## config.mk

```make
export PLATFORM = sky130hd
export DESIGN_NAME = lsu_mem_stage
export DESIGN_NICKNAME = d
export VERILOG_FILES = /design/src/rtl/lsu_mem_stage.sv
export SDC_FILE = /design/constraint.sdc
export NUM_CORES = 1
export LEC_CHECK = 0
export ABC_AREA = 1
export BUFFER_PORTS_ARGS = -buffer_cell sky130_fd_sc_hd__buf_2
export CORE_UTILIZATION = 44
export CTS_CLUSTER_SIZE = 28
export DETAILED_ROUTE_END_ITERATION = 8
export GPL_TIMING_DRIVEN = 0
export PLACE_DENSITY = 0.72
export SYNTH_ARGS = -nofsm -noshare
export SYNTH_HDL_FRONTEND = slang
export SYNTH_HIERARCHICAL = 1
export SYNTH_SLANG_ARGS = --single-unit
```

## constraint.sdc

```tcl
create_clock -name clk -period 3.7 [get_ports clk]
set_input_delay 0.555 -clock clk [delete_from_list [all_inputs] [get_ports clk]]
set_output_delay 0.555 -clock clk [all_outputs]
set_load 0.03 [all_outputs]
```

## src/rtl/lsu_mem_stage.sv

```systemverilog
// Load/store memory stage. It takes one decoded byte/half/word access at a
// time, issues it on a valid/ready memory port, and returns the load data
// (sign- or zero-extended) or a store acknowledge to write-back.
// Misaligned accesses, illegal accesses (load and store in one request) and
// memory timeouts are returned with resp_err set.

// Store-lane helper for one byte lane of the 32-bit memory word.
// The parent passes in only the source bytes that this lane can select.
module lsu_lane #(
  parameter int LANE = 0
) (
  input  logic [1:0] size,      // 00 none, 01 byte, 10 half, 11 word
  input  logic [1:0] off,       // addr[1:0]
  input  logic [7:0] byte_src,  // wdata[7:0]
  input  logic [7:0] half_src,  // byte of wdata[15:0] that feeds this lane
  input  logic [7:0] word_src,  // wdata[8*LANE +: 8]
  output logic       strb,
  output logic [7:0] wbyte
);
  localparam logic [1:0] LIDX = 2'(LANE);

  // Pick the strobe and data byte from the access size and offset.
  // An aligned half has off[1] as its only offset bit, so off[1] selects
  // the upper or lower pair of lanes.
  always_comb begin
    strb  = 1'b0;
    wbyte = 8'h00;
    case (size)
      2'b01: begin
        strb  = (off == LIDX);
        wbyte = byte_src;
      end
      2'b10: begin
        strb  = (off[1] == LIDX[1]);
        wbyte = half_src;
      end
      2'b11: begin
        strb  = 1'b1;
        wbyte = word_src;
      end
      default: ;
    endcase
  end
endmodule

module lsu_mem_stage #(
  parameter int ADDR_W  = 32,
  parameter int DATA_W  = 32,
  parameter int TIMEOUT = 255
) (
  input  logic              clk,
  input  logic              rst_n,
  input  logic              req_valid,
  output logic              req_ready,
  input  logic [1:0]        mren,
  input  logic [1:0]        mwen,
  input  logic              unsign,
  input  logic [ADDR_W-1:0] addr,
  input  logic [DATA_W-1:0] wdata,
  output logic              resp_valid,
  input  logic              resp_ready,
  output logic [DATA_W-1:0] resp_data,
  output logic              resp_err,
  output logic              mem_req_valid,
  input  logic              mem_req_ready,
  output logic              mem_we,
  output logic [ADDR_W-1:0] mem_addr,
  output logic [DATA_W-1:0] mem_wdata,
  output logic [3:0]        mem_wstrb,
  input  logic              mem_resp_valid,
  input  logic [DATA_W-1:0] mem_rdata
);
  // Count value in the last WAIT cycle: the count reaches TIMEOUT on the edge
  // that leaves WAIT.
  localparam logic [7:0] TO_LAST = 8'(TIMEOUT - 1);

  typedef enum logic [1:0] {IDLE, REQ, WAIT, RESP} state_t;

  state_t            state;
  logic [7:0]        cnt;
  logic [1:0]        r_mren;
  logic              r_unsign;
  logic [1:0]        r_off;

  logic [1:0]        size;
  logic              illegal, misalign, noop;
  logic [3:0]        lane_strb;
  logic [3:0][7:0]   lane_byte;
  logic [7:0]        rd_b;
  logic [15:0]       rd_h;
  logic [DATA_W-1:0] ld_data;

  // Classify the incoming request. When the request is legal, at most one of
  // mren and mwen is nonzero.
  assign size     = mren | mwen;
  assign illegal  = (mren != 2'b00) && (mwen != 2'b00);
  assign misalign = ((size == 2'b10) && addr[0]) ||
                    ((size == 2'b11) && (addr[1:0] != 2'b00));
  assign noop     = (size == 2'b00);

  // One lane per byte of the word. Loads give size 0, so their strobes and
  // write bytes are all zero.
  for (genvar l = 0; l < 4; l++) begin : g_lane
    lsu_lane #(.LANE(l)) u_lane (
      .size     (mwen),
      .off      (addr[1:0]),
      .byte_src (wdata[7:0]),
      .half_src (wdata[8*(l%2) +: 8]),
      .word_src (wdata[8*l +: 8]),
      .strb     (lane_strb[l]),
      .wbyte    (lane_byte[l])
    );
  end

  // Take the addressed byte or half from the returned word and extend it.
  assign rd_b = mem_rdata[{r_off, 3'b000} +: 8];
  assign rd_h = r_off[1] ? mem_rdata[31:16] : mem_rdata[15:0];

  // Build the load result. A store gives 0.
  always_comb begin
    ld_data = '0;
    case (r_mren)
      2'b01:   ld_data = {{24{~r_unsign & rd_b[7]}}, rd_b};
      2'b10:   ld_data = {{16{~r_unsign & rd_h[15]}}, rd_h};
      2'b11:   ld_data = mem_rdata;
      default: ld_data = '0;
    endcase
  end

  // Request FSM. All outputs are registered, so each one stays stable for as
  // long as its state is held.
  always_ff @(posedge clk or negedge rst_n) begin
    if (!rst_n) begin
      state         <= IDLE;
      cnt           <= 8'd0;
      r_mren        <= 2'b00;
      r_unsign      <= 1'b0;
      r_off         <= 2'b00;
      req_ready     <= 1'b1;
      resp_valid    <= 1'b0;
      resp_data     <= '0;
      resp_err      <= 1'b0;
      mem_req_valid <= 1'b0;
      mem_we        <= 1'b0;
      mem_addr      <= '0;
      mem_wdata     <= '0;
      mem_wstrb     <= 4'b0000;
    end else begin
      case (state)
        IDLE: begin
          if (req_valid) begin
            r_mren    <= mren;
            r_unsign  <= unsign;
            r_off     <= addr[1:0];
            req_ready <= 1'b0;
            resp_data <= '0;
            if (illegal || misalign) begin
              state      <= RESP;
              resp_valid <= 1'b1;
              resp_err   <= 1'b1;
            end else if (noop) begin
              state      <= RESP;
              resp_valid <= 1'b1;
              resp_err   <= 1'b0;
            end else begin
              state         <= REQ;
              mem_req_valid <= 1'b1;
              mem_we        <= (mwen != 2'b00);
              mem_addr      <= {addr[ADDR_W-1:2], 2'b00};
              mem_wdata     <= lane_byte;
              mem_wstrb     <= lane_strb;
            end
          end
        end
        REQ: begin
          if (mem_req_ready) begin
            state         <= WAIT;
            mem_req_valid <= 1'b0;
            cnt           <= 8'd0;
          end
        end
        WAIT: begin
          cnt <= cnt + 8'd1;
          // A response in the timeout cycle still counts as a success.
          if (mem_resp_valid) begin
            state      <= RESP;
            resp_valid <= 1'b1;
            resp_err   <= 1'b0;
            resp_data  <= ld_data;
          end else if (cnt == TO_LAST) begin
            state      <= RESP;
            resp_valid <= 1'b1;
            resp_err   <= 1'b1;
            resp_data  <= '0;
          end
        end
        RESP: begin
          if (resp_ready) begin
            state      <= IDLE;
            resp_valid <= 1'b0;
            resp_err   <= 1'b0;
            req_ready  <= 1'b1;
          end
        end
        default: state <= IDLE;
      endcase
    end
  end
endmodule

```

After elaboration in Yosys (flattened, before gate mapping)
Cells that the tools add are included.
{"block": "totals", "output_inout_bits": 105, "wordCells": 116, "ff_bits": 118, "input_bits": 107}
{"block": "classes", "n_bitwise": 7, "n_shift": 1, "eq_ne": 22, "reduce_logical": 27, "addsub": 1, "muxes": 44}
{"op": "$mux 32", "count": 3}
{"op": "$pmux 32 s3", "count": 1}
{"op": "$pmux 32 s2", "count": 1}
{"op": "$pmux 8 s2", "count": 3}
{"op": "$shiftx 32x6->8", "count": 1}
{"op": "$pmux 8 s3", "count": 1}
{"op": "$eq 2x2->1 const B", "count": 10}
{"op": "$pmux 1 s3", "count": 6}
{"op": "$mux 1", "count": 16}
{"op": "$mux 16", "count": 1}
{"op": "$mux 8", "count": 2}
{"op": "$mux 2", "count": 7}
{"op": "$reduce_bool 2->1", "count": 7}
{"op": "$ne 2x2->1 const B", "count": 5}
{"op": "$reduce_and 5->1", "count": 2}
{"op": "$add 8x1->8 const B", "count": 1}
{"op": "$eq 2x1->1 const B", "count": 4}
{"op": "$eq 8x8->1 const B", "count": 1}
{"op": "$pmux 2 s4", "count": 1}
{"op": "$reduce_and 4->1", "count": 2}
{"op": "$logic_not 2->1", "count": 3}
{"op": "$ne 3x3->1 const B", "count": 2}
{"op": "$reduce_and 3->1", "count": 2}
{"op": "$not 1->1", "count": 4}
{"op": "other kinds (9)", "count": 16}

Longest topological paths before layout
{"block": "logic_depth", "depth_word": 8, "ltp_mapped": 12, "ltp_nobuf": 11}

Modules after synthesis
The synthesis kept the hierarchy.
{"module": "lsu_mem_stage", "area_per_inst_um2": 5754.3, "cells_each": 764, "seq_area_each_um2": 2954.1, "n_inst": 1}
{"module": "lsu_lane at g_lane[0].u_lane", "area_per_inst_um2": 327.8, "cells_each": 44, "seq_area_each_um2": 0.0, "n_inst": 1}
{"module": "lsu_lane at g_lane[2].u_lane", "area_per_inst_um2": 269.0, "cells_each": 44, "seq_area_each_um2": 0.0, "n_inst": 1}
{"module": "lsu_lane at g_lane[3].u_lane", "area_per_inst_um2": 262.8, "cells_each": 45, "seq_area_each_um2": 0.0, "n_inst": 1}
{"module": "lsu_lane at g_lane[1].u_lane", "area_per_inst_um2": 244.0, "cells_each": 44, "seq_area_each_um2": 0.0, "n_inst": 1}

Worst setup path before layout
Ideal clock, no wire load.
{"block": "synth_timing", "path_kind": "input to register", "from": "input mwen[0]", "to": "register mem_addr[10]", "path_slack_ns": 2.103, "setup_ns": 0.118, "cell_stages": 10, "path_buffers": 2, "required_ns": 3.582, "arrival_ns": 1.479, "cell_sequence": "inv_1 > nand2_1 > o21ai_1 > nand3_2 > nor2_4 > nand2_2 > buf_4 > buf_6 > nand2_1 > nand2_1"}
{"block": "synth_between", "elab_chain_cells": 7, "word_cells_on_any_way": 13, "classes_between": "eq/ne (2); bitwise (3); reduce/logical (8)"}
{"item": "start, declared", "line_no": "56", "source": "input logic [1:0] mwen,"}
{"item": "$or 2x2->2", "line_no": "95", "source": "assign size = mren | mwen;"}
{"item": "$eq 2x2->1, on equally long branches", "line_no": "97, 98"}
{"item": "$logic_and 1x1->1, on equally long branches", "line_no": "97, 98"}
{"item": "$logic_or 1x1->1", "line_no": "97", "source": "assign misalign = ((size == 2'b10) && addr[0]) ||"}
{"item": "$logic_or 1x1->1", "line_no": "157", "source": "if (illegal || misalign) begin"}
{"item": "$not 1->1 (no source line)"}
{"item": "$reduce_and 4->1 (no source line) (*)"}
{"item": "end signal, assigned", "line_no": "169", "source": "mem_addr <= {addr[ADDR_W-1:2], 2'b00};"}
{"item": "end, declared", "line_no": "67", "source": "output logic [ADDR_W-1:0] mem_addr,"}
Mark *: on every way between the ends. The rest lies on a longest branch, timed or not.
A chain may end at the register's enable or synchronous reset.

Worst setup path after layout
{"block": "layout_timing", "from": "register state[0]", "to": "register mem_addr[25]"}
{"block": "layout_between", "elab_chain_cells": 2}
{"item": "start, declared", "line_no": "79", "source": "state_t state;"}
{"item": "start signal, assigned", "line_no": "134", "source": "state <= IDLE;"}
{"item": "start signal, assigned", "line_no": "158", "source": "state <= RESP;"}
{"item": "start signal, assigned", "line_no": "162", "source": "state <= RESP;"}
{"item": "$logic_not 2->1", "line_no": "149", "source": "case (state)"}
{"item": "$reduce_and 4->1 (no source line)"}
No other way between the ends.

==> key figures <==
Global routing
  – Antenna violations before repair: 0
  – Largest net degree at the start of global routing: 75
  – Number of global-route vias before repair: 6,543
  – Met3 Use GR: 0.0460
  – Routing usage on met2: 0.399
  – GRT Util Overall: 0.249
  – Global-route wire length before repair: 31.6 mm
  – Most used routing layer: met2
  – GR Util met1: 0.326
  – Total gr overflow: 0

Setup path
  – CP Buf/Inv Count: 4
  – Critical Path AT: 2.42 ns
  – Critical path, cell by cell: inv_1 -> ha_1 -> nand2_1 -> inv_2 -> buf_2 -> buf_4 -> nand3_1 -> nand2_1
  – Worst path max stage delay: 0.40 ns
  – CP Capture Type: flip-flop
  – Crit-path slowest cell: dfrtp_1
  – Req. time, crit path: 4.05 ns
  – Startpoint Class: flip-flop
  – Cell mode on critical path: nand2_1
  – Largest fanout on the critical path: 10
  – Top delay family on crit path: buffers and inverters
  – Kind of critical path: reg -> reg

Finish
  – Share of layout cells above drive strength 1: 0.280
  – Most frequent cells in the layout: 412 x nand2_1, 222 x buf_2, 185 x nand3_1
  – Commonest non-fill, non-tap cell in the layout: nand2_1
  – Antenna diode count: 0
  – Number of fillers in the final layout: 1,449
  – Area grow syn2layout: 29.4%
  – Layout Nets: 1,285
  – Non-filler cells, final: 1,372

STA
  – Tcrit/Tclk final: 0.560
  – Hold slack: 0.0654 ns
  – Final Setup Violations: 0
  – Unrepaired setup endpoints after global routing: no
  – Post-route setup slack: 1.63 ns
  – Clock period minus worst slack: 2.07 ns
  – Final Hold Viols: 0
  – Fmax: 0.483 GHz
  – Final Skew: 0.00537 ns
  – Setup_tns: 0 ns
  – Max Transition Viols Final: 0

Power
  – PwrDens: 782 mW/mm^2
  – Max VDD drop: 0.333 mV
  – Leakage: 5.26 nW
  – Design Power: 6.94 mW

Floorplan
  – Num rows: 45
  – Floorplan Core Area: 0.0152 sq mm
  – Initial Util: 0.451
  – IO Count: 212
  – Die footprint: 0.0161 sq mm
  – Die extent in y: 127 microns
  – Die width: 127 microns

CTS
  – Hold buffers post-CTS: 0
  – Buffer count from post-CTS setup fixing: 0
  – TritonCTS Sinks: 118
  – Clock root cell: clkbuf_16
  – H-Tree Depth: 4
  – Num CTS Buffers: 17
  – CTS tree: done
  – Post-CTS sizing: 0
  – Clock slew at reported path FFs: 0.06 ns
  – Skew-Pair Late Insertion Delay: 0.41 ns
  – Clock Path Buffers: 2

Routing
  – Routed via count: 7,005
  – Via density: 5.11
  – Residual DRC count: 0
  – Starting DRC count in detailed routing: 484
  – WL/cell: 14.3 microns
  – Detailed Routing Iterations Pass 1: 5
  – Post-route ant nets: 0
  – Final WL: 19.6 mm

Placed design
  – IO buf count: 209
  – HPWL Detailed: 14.5 mm
  – GPL Wtd Cong: 0.881
  – Worst slack, placed: 1.56 ns
  – Placed cell count: 1,340

Min path
  – Hold WC Path Type: in -> async

Yosys
  – Average size of a mapped cell: 7.29 sq um
  – #FFs+latches synth: 118
  – Sequential share of the synthesized area: 0.431
  – Synth cell types: 35
  – Synth Instances: 941
  – Post-Syn Area: 0.00686 sq mm
  – Warnings, synthesis: 6

Outcome
  – Status: complete, no violations

Flow run
  – Max Cap Viol: 0
## cell families after synthesis
group | Yosys count | share of synthesized area
adders and majority gates | 7 | 0.0128
other | 1 | 0.000547
DFF | 118 | 0.431
xor gates and xnor gates | 2 | 0.00255
buffers and inverters | 119 | 0.0980
AOI/OAI and AO/OA | 35 | 0.0294
and+or+nand+nor | 659 | 0.426
## cell type report
cell class / instances / area [sq um] / share of cell area
plain buffers: 54 / 425 / 0.0480
clock buffers: 20 / 447 / 0.0504
clock inverters: 12 / 248 / 0.0279
inverters: 65 / 246 / 0.0278
multi-input cells: 705 / 3240 / 0.365
flip-flops and latches: 118 / 2950 / 0.333
well taps: 188 / 235 / 0.0265
repair buffers: 210 / 1080 / 0.122
## metrics by stage
step,utilization,area [sq um]
after floorplan,-,6860
after CTS,0.584,8870
final,0.584,8870
after detailed placement,0.538,8180
after global placement,0.536,8140
after global routing,0.584,8870
## path summary, 6_finish.rpt
path                            endpoint  cells after the start    startpoint  slack, ns
setup / recovery            mem_addr[25]                      8      state[0]       1.63
hold / removal             resp_data[29]                      1         rst_n       0.07
setup reg to reg            mem_addr[25]                      8      state[0]       1.63
hold reg to reg             mem_addr[13]                      2  mem_addr[13]       0.46
max in group asynchronous   mem_addr[22]                      2         rst_n       2.92
min in group clk            mem_addr[13]                      3      addr[13]       0.37
## flip-flops by register name, summed over array words and instances (netlist names), 2 cells and up
signal	count
state	2
r_mren	2
mem_wstrb	4
mem_wdata	32
r_off	2
resp_data	32
cnt	8
mem_addr	30
## Yosys cell counts
| library cell | number | area (sq um) |
|---|---|---|
| dfstp_2 | 1 | 26.3 |
| o211ai_1 | 1 | 7.51 |
| clkbuf_1 | 12 | 45.0 |
| o22ai_1 | 2 | 12.5 |
| inv_4 | 1 | 6.26 |
| a41oi_1 | 1 | 8.76 |
| nand4_1 | 2 | 12.5 |
| buf_4 | 9 | 67.6 |
| buf_6 | 14 | 158 |
| conb_1 | 1 | 3.75 |
| nand2_1 | 412 | 1550 |
| or2_1 | 1 | 6.26 |
| a22oi_1 | 7 | 52.6 |
| or2_2 | 1 | 6.26 |
| a21oi_1 | 5 | 25.0 |
| inv_1 | 49 | 184 |
| nand3_2 | 26 | 260 |
| nand3_1 | 185 | 926 |
| nor2_4 | 2 | 22.5 |
| ha_1 | 7 | 87.6 |
| nor3_1 | 1 | 5.00 |
| o21ai_1 | 7 | 35.0 |
| nor4_1 | 1 | 6.26 |
| buf_2 | 14 | 70.1 |
| buf_12 | 2 | 40.0 |
| nor2_1 | 23 | 86.3 |
| dfrtp_1 | 117 | 2930 |
| o21ai_0 | 12 | 60.1 |
| nand2_2 | 3 | 18.8 |
| nor3b_1 | 1 | 7.51 |
| xnor2_1 | 1 | 8.76 |
| buf_8 | 3 | 45.0 |
| inv_2 | 15 | 56.3 |
| xor2_1 | 1 | 8.76 |
| nand3_4 | 1 | 17.5 |
## power by group
part,switching (mW),internal [mW],leakage (nW)
sequential,0.245,1.73,1.55
clock,0.601,1.35,0.331
combinational,2.13,0.873,3.39
total,2.98,3.96,5.26
## routing by layer
metal  vias to the layer above  part of all wire
li1                       3480                 -
met1                      3226              0.44
met2                       258              0.47
met3                        41             0.069
met4                         0             0.027
met5                         -                 0
Note: power is estimated with default switching activity, not from simulation.
